==> config.mk <==
export PLATFORM = sky130hd
export DESIGN_NAME = sc_regbank_multimode
export DESIGN_NICKNAME = d
export VERILOG_FILES = /design/src/rtl/sc_regbank_multimode.sv
export SDC_FILE = /design/constraint.sdc
export NUM_CORES = 1
export LEC_CHECK = 0
export ABC_CLOCK_PERIOD_IN_PS = 12750
export CORE_MARGIN = 5
export CORE_UTILIZATION = 40
export DETAILED_ROUTE_END_ITERATION = 12
export GPL_TIMING_DRIVEN = 0
export SLEW_MARGIN = 25
export SYNTH_ARGS = -nofsm -noshare
export SYNTH_HDL_FRONTEND = slang
export SYNTH_SLANG_ARGS = --single-unit
==> constraint.sdc <==
create_clock -name SC_RegGENERAL_CLOCK_50 -period 12.75 [get_ports SC_RegGENERAL_CLOCK_50]
set_input_delay 2.55 -clock SC_RegGENERAL_CLOCK_50 [delete_from_list [all_inputs] [get_ports SC_RegGENERAL_CLOCK_50]]
set_output_delay 2.55 -clock SC_RegGENERAL_CLOCK_50 [all_outputs]
set_load 0.005 [all_outputs]
==> src/rtl/sc_regbank_multimode.sv <==
// -----------------------------------------------------------------------------
// sc_regbank_multimode
//   Register file for the microdatapath. It holds REGS registers, each
//   DATAWIDTH bits wide. There is one write port, which can load, increment,
//   shift left by one or logically shift right by one. There are also two
//   independent registered read ports, which feed the ALU operand buses.
//
// Optional feature (compile-time macro):
//   SC_REGBANK_BYPASS_EN - when defined, a read port that selects the register
//   being written on the same edge captures the new value. When undefined, it
//   captures the old value, and the new value is visible one cycle later.
//
// Ports:
//   SC_RegGENERAL_CLOCK_50      clock, rising edge
//   SC_RegGENERAL_RESET_InHigh  asynchronous reset, active-high
//   clear_InLow                 synchronous clear of the whole bank, active-low
//   load_InLow                  write-port enable, active-low
//   mode_In                     00 load, 01 increment, 10 shl1, 11 shr1
//   wr_addr_In                  write-port register select
//   data_InBUS                  write data (load mode only)
//   rdA_addr_In / rdB_addr_In   read-port selects
//   rdA_data_OutBUS / rdB_...   registered read data, latency 1
//   carry_Out                   carry or shift-out of the last executed write
//   zero_Out                    result of the last executed write was zero
// -----------------------------------------------------------------------------
module sc_regbank_multimode #(
  parameter int DATAWIDTH = 32,
  parameter int REGS      = 8,
  parameter int ADDRWIDTH = 3
) (
  input  logic                 SC_RegGENERAL_CLOCK_50,
  input  logic                 SC_RegGENERAL_RESET_InHigh,
  input  logic                 clear_InLow,
  input  logic                 load_InLow,
  input  logic [1:0]           mode_In,
  input  logic [ADDRWIDTH-1:0] wr_addr_In,
  input  logic [DATAWIDTH-1:0] data_InBUS,
  input  logic [ADDRWIDTH-1:0] rdA_addr_In,
  input  logic [ADDRWIDTH-1:0] rdB_addr_In,
  output logic [DATAWIDTH-1:0] rdA_data_OutBUS,
  output logic [DATAWIDTH-1:0] rdB_data_OutBUS,
  output logic                 carry_Out,
  output logic                 zero_Out
);

  typedef enum logic [1:0] {
    MODE_LOAD = 2'b00,
    MODE_INC  = 2'b01,
    MODE_SHL  = 2'b10,
    MODE_SHR  = 2'b11
  } mode_e;

  logic [DATAWIDTH-1:0] regs [REGS];

  logic                 wr_en;
  logic [DATAWIDTH-1:0] old_val;
  logic [DATAWIDTH-1:0] new_val;
  logic                 new_carry;
  logic [DATAWIDTH-1:0] rd_a_next;
  logic [DATAWIDTH-1:0] rd_b_next;

  // Address decode covers banks whose size is not a power of two.
  function automatic logic in_range(input logic [ADDRWIDTH-1:0] addr);
    return 32'(addr) < REGS;
  endfunction

  // Write-port datapath and read-port selection.
  always_comb begin
    // NOTE: every combinational output gets a default first, so no path
    // leaves a value unassigned and no latch is inferred.
    wr_en     = !load_InLow && in_range(wr_addr_In);
    old_val   = '0;
    new_val   = '0;
    new_carry = 1'b0;
    rd_a_next = '0;
    rd_b_next = '0;

    if (in_range(wr_addr_In)) old_val = regs[wr_addr_In];

    unique case (mode_e'(mode_In))
      MODE_LOAD: new_val = data_InBUS;
      MODE_INC:  {new_carry, new_val} = {1'b0, old_val} + (DATAWIDTH+1)'(1);
      MODE_SHL:  {new_carry, new_val} = {old_val, 1'b0};
      MODE_SHR:  {new_val, new_carry} = {1'b0, old_val};
    endcase

    if (in_range(rdA_addr_In)) rd_a_next = regs[rdA_addr_In];
    if (in_range(rdB_addr_In)) rd_b_next = regs[rdB_addr_In];

`ifdef SC_REGBANK_BYPASS_EN
    // A read that selects the register being written sees the new value.
    if (wr_en && rdA_addr_In == wr_addr_In) rd_a_next = new_val;
    if (wr_en && rdB_addr_In == wr_addr_In) rd_b_next = new_val;
`else
    // A read that selects the register being written sees the old value.
    // The new value appears on the next read.
`endif
  end

  // NOTE: state is updated with non-blocking assignments only, so every
  // right-hand side in this block sees the value from before the edge.
  always_ff @(posedge SC_RegGENERAL_CLOCK_50 or posedge SC_RegGENERAL_RESET_InHigh) begin
    if (SC_RegGENERAL_RESET_InHigh) begin
      // NOTE: the bank is small and must read back 0 after reset, so the
      // storage is built from flops with reset rather than a RAM macro.
      for (int i = 0; i < REGS; i++) regs[i] <= '0;
      rdA_data_OutBUS <= '0;
      rdB_data_OutBUS <= '0;
      carry_Out       <= 1'b0;
      zero_Out        <= 1'b0;
    end else if (!clear_InLow) begin
      for (int i = 0; i < REGS; i++) regs[i] <= '0;
      rdA_data_OutBUS <= '0;
      rdB_data_OutBUS <= '0;
      carry_Out       <= 1'b0;
      zero_Out        <= 1'b1;
    end else begin
      rdA_data_OutBUS <= rd_a_next;
      rdB_data_OutBUS <= rd_b_next;
      if (wr_en) begin
        regs[wr_addr_In] <= new_val;
        carry_Out        <= new_carry;
        zero_Out         <= (new_val == '0);
      end
    end
  end

endmodule

After elaboration in Yosys (flattened, before gate mapping)
Index checks and enable logic that the tools add are counted.
{"block": "totals", "reg_bits": 322, "input_bits": 47, "out_inout_bits": 66, "elab_cells": 49}
{"block": "op_classes", "addsub": 1, "n_lt_le_gt_ge": 4, "eq_ne": 4, "n_mux": 22, "bitwise": 3, "n_reduce_logical": 3}
{"op": "two-way mux 256 bit", "n": 2}
{"op": "binary-select mux 32 bit (select 3 bit)", "n": 3}
{"op": "two-way mux 32 bit", "n": 9}
{"op": "bitwise mux 256 bit", "n": 1}
{"op": "one-hot mux 32 bit (4 select lines)", "n": 1}
{"op": "demux 32 bit (select 3 bit)", "n": 1}
{"op": "adder 32 x 1 -> 33 bit (second input constant)", "n": 1}
{"op": "zero test 32 bit", "n": 1}
{"op": ">= comparator 4 bit (second input constant)", "n": 3}
{"op": "inverter 3 -> 4 bit", "n": 3}
{"op": "equality test 2 bit (second input constant)", "n": 2}
{"op": "less-than comparator 4 x 1 -> 1 bit (second input constant)", "n": 1}
{"op": "two-way mux 1 bit", "n": 4}
{"op": "one-hot mux 1 bit (3 select lines)", "n": 1}
{"op": "equality test 2 x 1 -> 1 bit (second input constant)", "n": 1}
{"op": "zero test 2 bit", "n": 1}
{"op": "!= test 2 bit (second input constant)", "n": 1}
{"op": "logical AND 1 bit", "n": 1}

Depth between registers and ports, before layout
{"block": "logic_depth", "word_depth": 9, "ltp_mapped": 17}

Worst setup path before layout
OpenSTA, ideal clock, no wires.
{"block": "synth_timing", "path_kind": "in2reg", "from": "in wr_addr_In[2]", "to": "reg zero_Out", "setup_time_ns": 0.101, "t_arrival_ns": 5.871, "required_ns": 12.649, "slack_ns": 6.779, "path_stages": 17, "path_buffers": 5, "cell_sequence": "buf_6 > buf_12 > buf_12 > buf_12 > buf_12 > mux4_2 > mux2i_1 > inv_1 > ha_1 > nand3_4 > nor4b_4 > nand2_2 > or3_1 > xnor2_1 > a21oi_2 > or4b_1 > o311ai_2"}
{"block": "synth_via", "elab_chain_cells": 9}
{"item": "start, declared", "line_no": "36", "source": "input logic [ADDRWIDTH-1:0] wr_addr_In,"}
{"item": "inverter 3 -> 4 bit (not written as such) *", "line_no": "78", "source": "if (in_range(wr_addr_In)) old_val = regs[wr_addr_In];"}
{"item": "binary-select mux 32 bit (select 3 bit) *", "line_no": "78"}
{"item": "two-way mux 32 bit (not written as such) * (2 in series)", "line_no": "78"}
{"item": "adder 32 x 1 -> 33 bit", "line_no": "82", "source": "MODE_INC: {new_carry, new_val} = {1'b0, old_val} + (DATAWIDTH+1)'(1);"}
{"item": "one-hot mux 32 bit (4 select lines) *", "line_no": "80", "source": "unique case (mode_e'(mode_In))"}
{"item": "zero test 32 bit *", "line_no": "123", "source": "zero_Out <= (new_val == '0);"}
{"item": "two-way mux 1 bit *", "line_no": "120", "source": "if (wr_en) begin"}
{"item": "two-way mux 1 bit *", "line_no": "111", "source": "end else if (!clear_InLow) begin"}
{"item": "end signal, assigned", "line_no": "123"}
{"item": "end, declared", "line_no": "43", "source": "output logic zero_Out"}
Every way passes the cells marked *; elsewhere a longest branch is shown, timed or not. The select of a mux whose other input is x is not followed.
A chain may end at the register's enable or synchronous reset.

Worst setup path after layout
{"block": "layout_timing", "from": "in wr_addr_In[1]", "to": "reg zero_Out"}
Same word-level chain as after synthesis.

==> reports/results.tsv <==
stage	metric	value	unit
timing	timing.fmax	135	MHz
yosys	synth_area_leaders	dfrtp_1 43%, mux4_2 19%, mux2i_1 5.3%	
clocking	root_buffer	clkbuf_16	
critical_path	end_kind	flip-flop	
timing	finalClockSkew	20.4	ps
clocking	cts_tree	done	
critical_path	cp-start-kind	primary input	
yosys	syn-cell-area	18900	µm²
clocking	post_cts_buffers	0	
power_and_ir_drop	p_total	2.47	mW
placement	numPortBuffers	102	
drt	postRouteAntennaNets	0	
final_layout	final_area	22100	µm²
clocking	numCtsBuffers	37	
die	dieArea	51600	µm²
yosys	yosysWarnings	0	
drt	wl_per_cell	30.5	µm
timing	slew_headroom	0.213	
power_and_ir_drop	ir_drop	82.5	µV
placement	placed_cell_area	20800	µm²
worst_hold_path	holdCritStartpoint	regs[73]$_DFFE_PP0P_	
drt	drt_iter0_markers	2065	
timing	min_period	7390	ps
critical_path	timing.rr.start	regs[100]$_DFFE_PP0P_	
worst_hold_path	holdPathStages	2	
clocking	cts_htree_levels	2	
yosys	synth_area_per_cell	11.9	µm²
yosys	synthFlopType	dfrtp_1	
die	ios	113	
final_layout	syn_to_final_growth	17.0	%
placement	dp_cells	2297	
drt	via_per_inst	6.49	
run	cap_violations	0	
critical_path	reg2regPathDepth	11	
global_routing	grt_pass1_vias	15600	
timing	hold_viol	0	
final_layout	n_antenna_cell	0	
yosys	ys_async_sr_fraction	1.00	
final_layout	drive_gt1_frac	0.185	
clocking	clkSinkCount	322	
yosys	synth-edff-count	0	
yosys	synthDominantCellAreaShare	0.427	
yosys	synth_nets	1631	
timing	finalCritPeriodShare	0.580	
global_routing	grt_pass1_wl	106000	µm
timing	setup_tns	0	ps
clocking	ctsResizeCount	0	
global_routing	grt_overflow	0	
drt	vias	15300	
die	die_width	227	µm
run_status	status	complete, no violations	
timing	slew_viol_final	0	
timing	worst_slew_pin_slew	1180	ps
placement	dpl.hpwl	50500	µm
drt	wirelength	72200	µm
yosys	netlist_top_cells_count	322 x dfrtp_1, 215 x nand2_1, 184 x o21ai_0, 156 x mux4_2, 100 x mux2i_1	
placement	gp_congestion	0.955	
die	dieHeight	227	µm
yosys	yosysUniqueCellTypes	87	
worst_hold_path	holdPathEnd	regs[73]$_DFFE_PP0P_	
power_and_ir_drop	power_density	112	nW/µm²
timing	grt_setup_unrepaired	false	
critical_path	r2r_end	zero_Out$_DFFE_PP0P_	
global_routing	antenna_found_initial	1	
drt	firstDrtPassIters	6	
clocking	clock_path_buffers	3	
global_routing	grt_max_degree	96	
critical_path	cp.arrival	7870	ps
yosys	ys_seq_area_frac	0.427	
power_and_ir_drop	p_leak	9.14	nW
die	start_util	0.404	
yosys	synth_top_area_cell	dfrtp_1	
global_routing	track_usage	0.279	
clocking	path_clk_slew	70	ps
critical_path	crit_fanout	10	
critical_path	r2r_setup_slack	8570	ps
yosys	yosysMostFrequentCell	dfrtp_1	
die	coreArea	46700	µm²
final_layout	fin_nets	1778	
die	row_count	79	
clocking	clk_latency	570	ps
drt	route.detailed.drc	0	
final_layout	fin_cells	2365	
yosys	ys_ff_latch	322	
timing	hold_ws	518	ps
clocking	postCtsHoldBufs	0	
critical_path	path_class	in2reg	
timing	setup_violations	0	
critical_path	required	13220	ps
worst_hold_path	min_path_type	reg2reg	
yosys	synthCells	1583	
## logic make-up after synthesis
family / after synthesis / share of synthesized area
and+or+nand+nor: 411 / 0.107
AOI/OAI and AO/OA: 387 / 0.141
DFF: 322 / 0.427
muxes: 292 / 0.276
buffers and inverters: 148 / 0.0381
xor gates and xnor gates: 22 / 0.0102
adders and majority gates: 1 / 0.000663
## state kept, by name, indices dropped and copies added, names as in the netlist
name / cells
carry_Out: 1
rdA_data_OutBUS: 32
rdB_data_OutBUS: 32
regs: 256
zero_Out: 1
## stage by stage
| step | utilization | setup slack (ps) |
|---|---|---|
| 2_1_floorplan | - | 1290 |
| 5_1_grt | 0.473 | 5270 |
| 4_1_cts | 0.473 | 5580 |
| 3_3_place_gp | 0.443 | -2760 |
| 3_5_place_dp | 0.446 | 5000 |
| 6_report | 0.473 | 5360 |
## layer usage
metal | global-route usage | up-vias | routed length (µm)
met4 | 0.105 | 2 | 2880
met2 | 0.421 | 981 | 32500
met3 | 0.0839 | 191 | 7880
met5 | 0 | - | 13
met1 | 0.384 | 7854 | 28900
li1 | - | 6312 | -
## report_power, final
| part | switching (mW) | total (mW) | internal (mW) |
|---|---|---|---|
| clock network | 0.448 | 1.11 | 0.658 |
| registers | 0.0138 | 1.05 | 1.04 |
| logic | 0.215 | 0.318 | 0.104 |
| total | 0.676 | 2.47 | 1.80 |
## area by class of cell
class	instances	area, µm²
timing repair buffer	108	1120
buffer	135	686
sequential	322	8060
clock inverter	13	129
fill	4324	24600
multi-input combinational	1113	10100
clock buffer	54	1130
tap	607	759
inverter	13	58.8
## cells in the final DEF, fill, tap and decap left out, drive strengths merged, types with 8 or more instances in the layout
| master | instances |
|---|---|
| a21boi | 8 |
| a21oi | 25 |
| a221oi | 12 |
| a22o | 97 |
| a22oi | 11 |
| buf | 48 |
| clkbuf | 147 |
| clkdlybuf4s50 | 102 |
| dfrtp | 322 |
| inv | 14 |
| mux2 | 14 |
| mux2i | 104 |
| mux4 | 174 |
| nand2 | 217 |
| nand3 | 22 |
| nor2 | 42 |
| nor2b | 72 |
| nor3 | 11 |
| o21ai | 189 |
| xnor2 | 16 |
## worst max path at each step
stage / cells after the start / startpoint / endpoint
after floorplan: 1 / SC_RegGENERAL_RESET_InHigh / carry_Out$_DFFE_PP0P_
after global placement: 2 / SC_RegGENERAL_RESET_InHigh / regs[34]$_DFFE_PP0P_
after detailed placement: 14 / wr_addr_In[1] / zero_Out$_DFFE_PP0P_
after CTS: 14 / wr_addr_In[1] / zero_Out$_DFFE_PP0P_
after global routing: 14 / wr_addr_In[1] / zero_Out$_DFFE_PP0P_
final: 14 / wr_addr_In[1] / zero_Out$_DFFE_PP0P_
## worst max-delay path, cell delays in order
cell and delay, ps:
clkdlybuf4s50_1 610, buf_2 370, buf_4 280, buf_2 360
buf_1 620, o2bb2ai_1 150, a221oi_2 800, nor3_1 280
nand3_1 240, xnor2_1 140, o21ai_0 110, a21oi_1 800
nand4_1 250, o311ai_2 270
(Power assumes the default switching activity.)
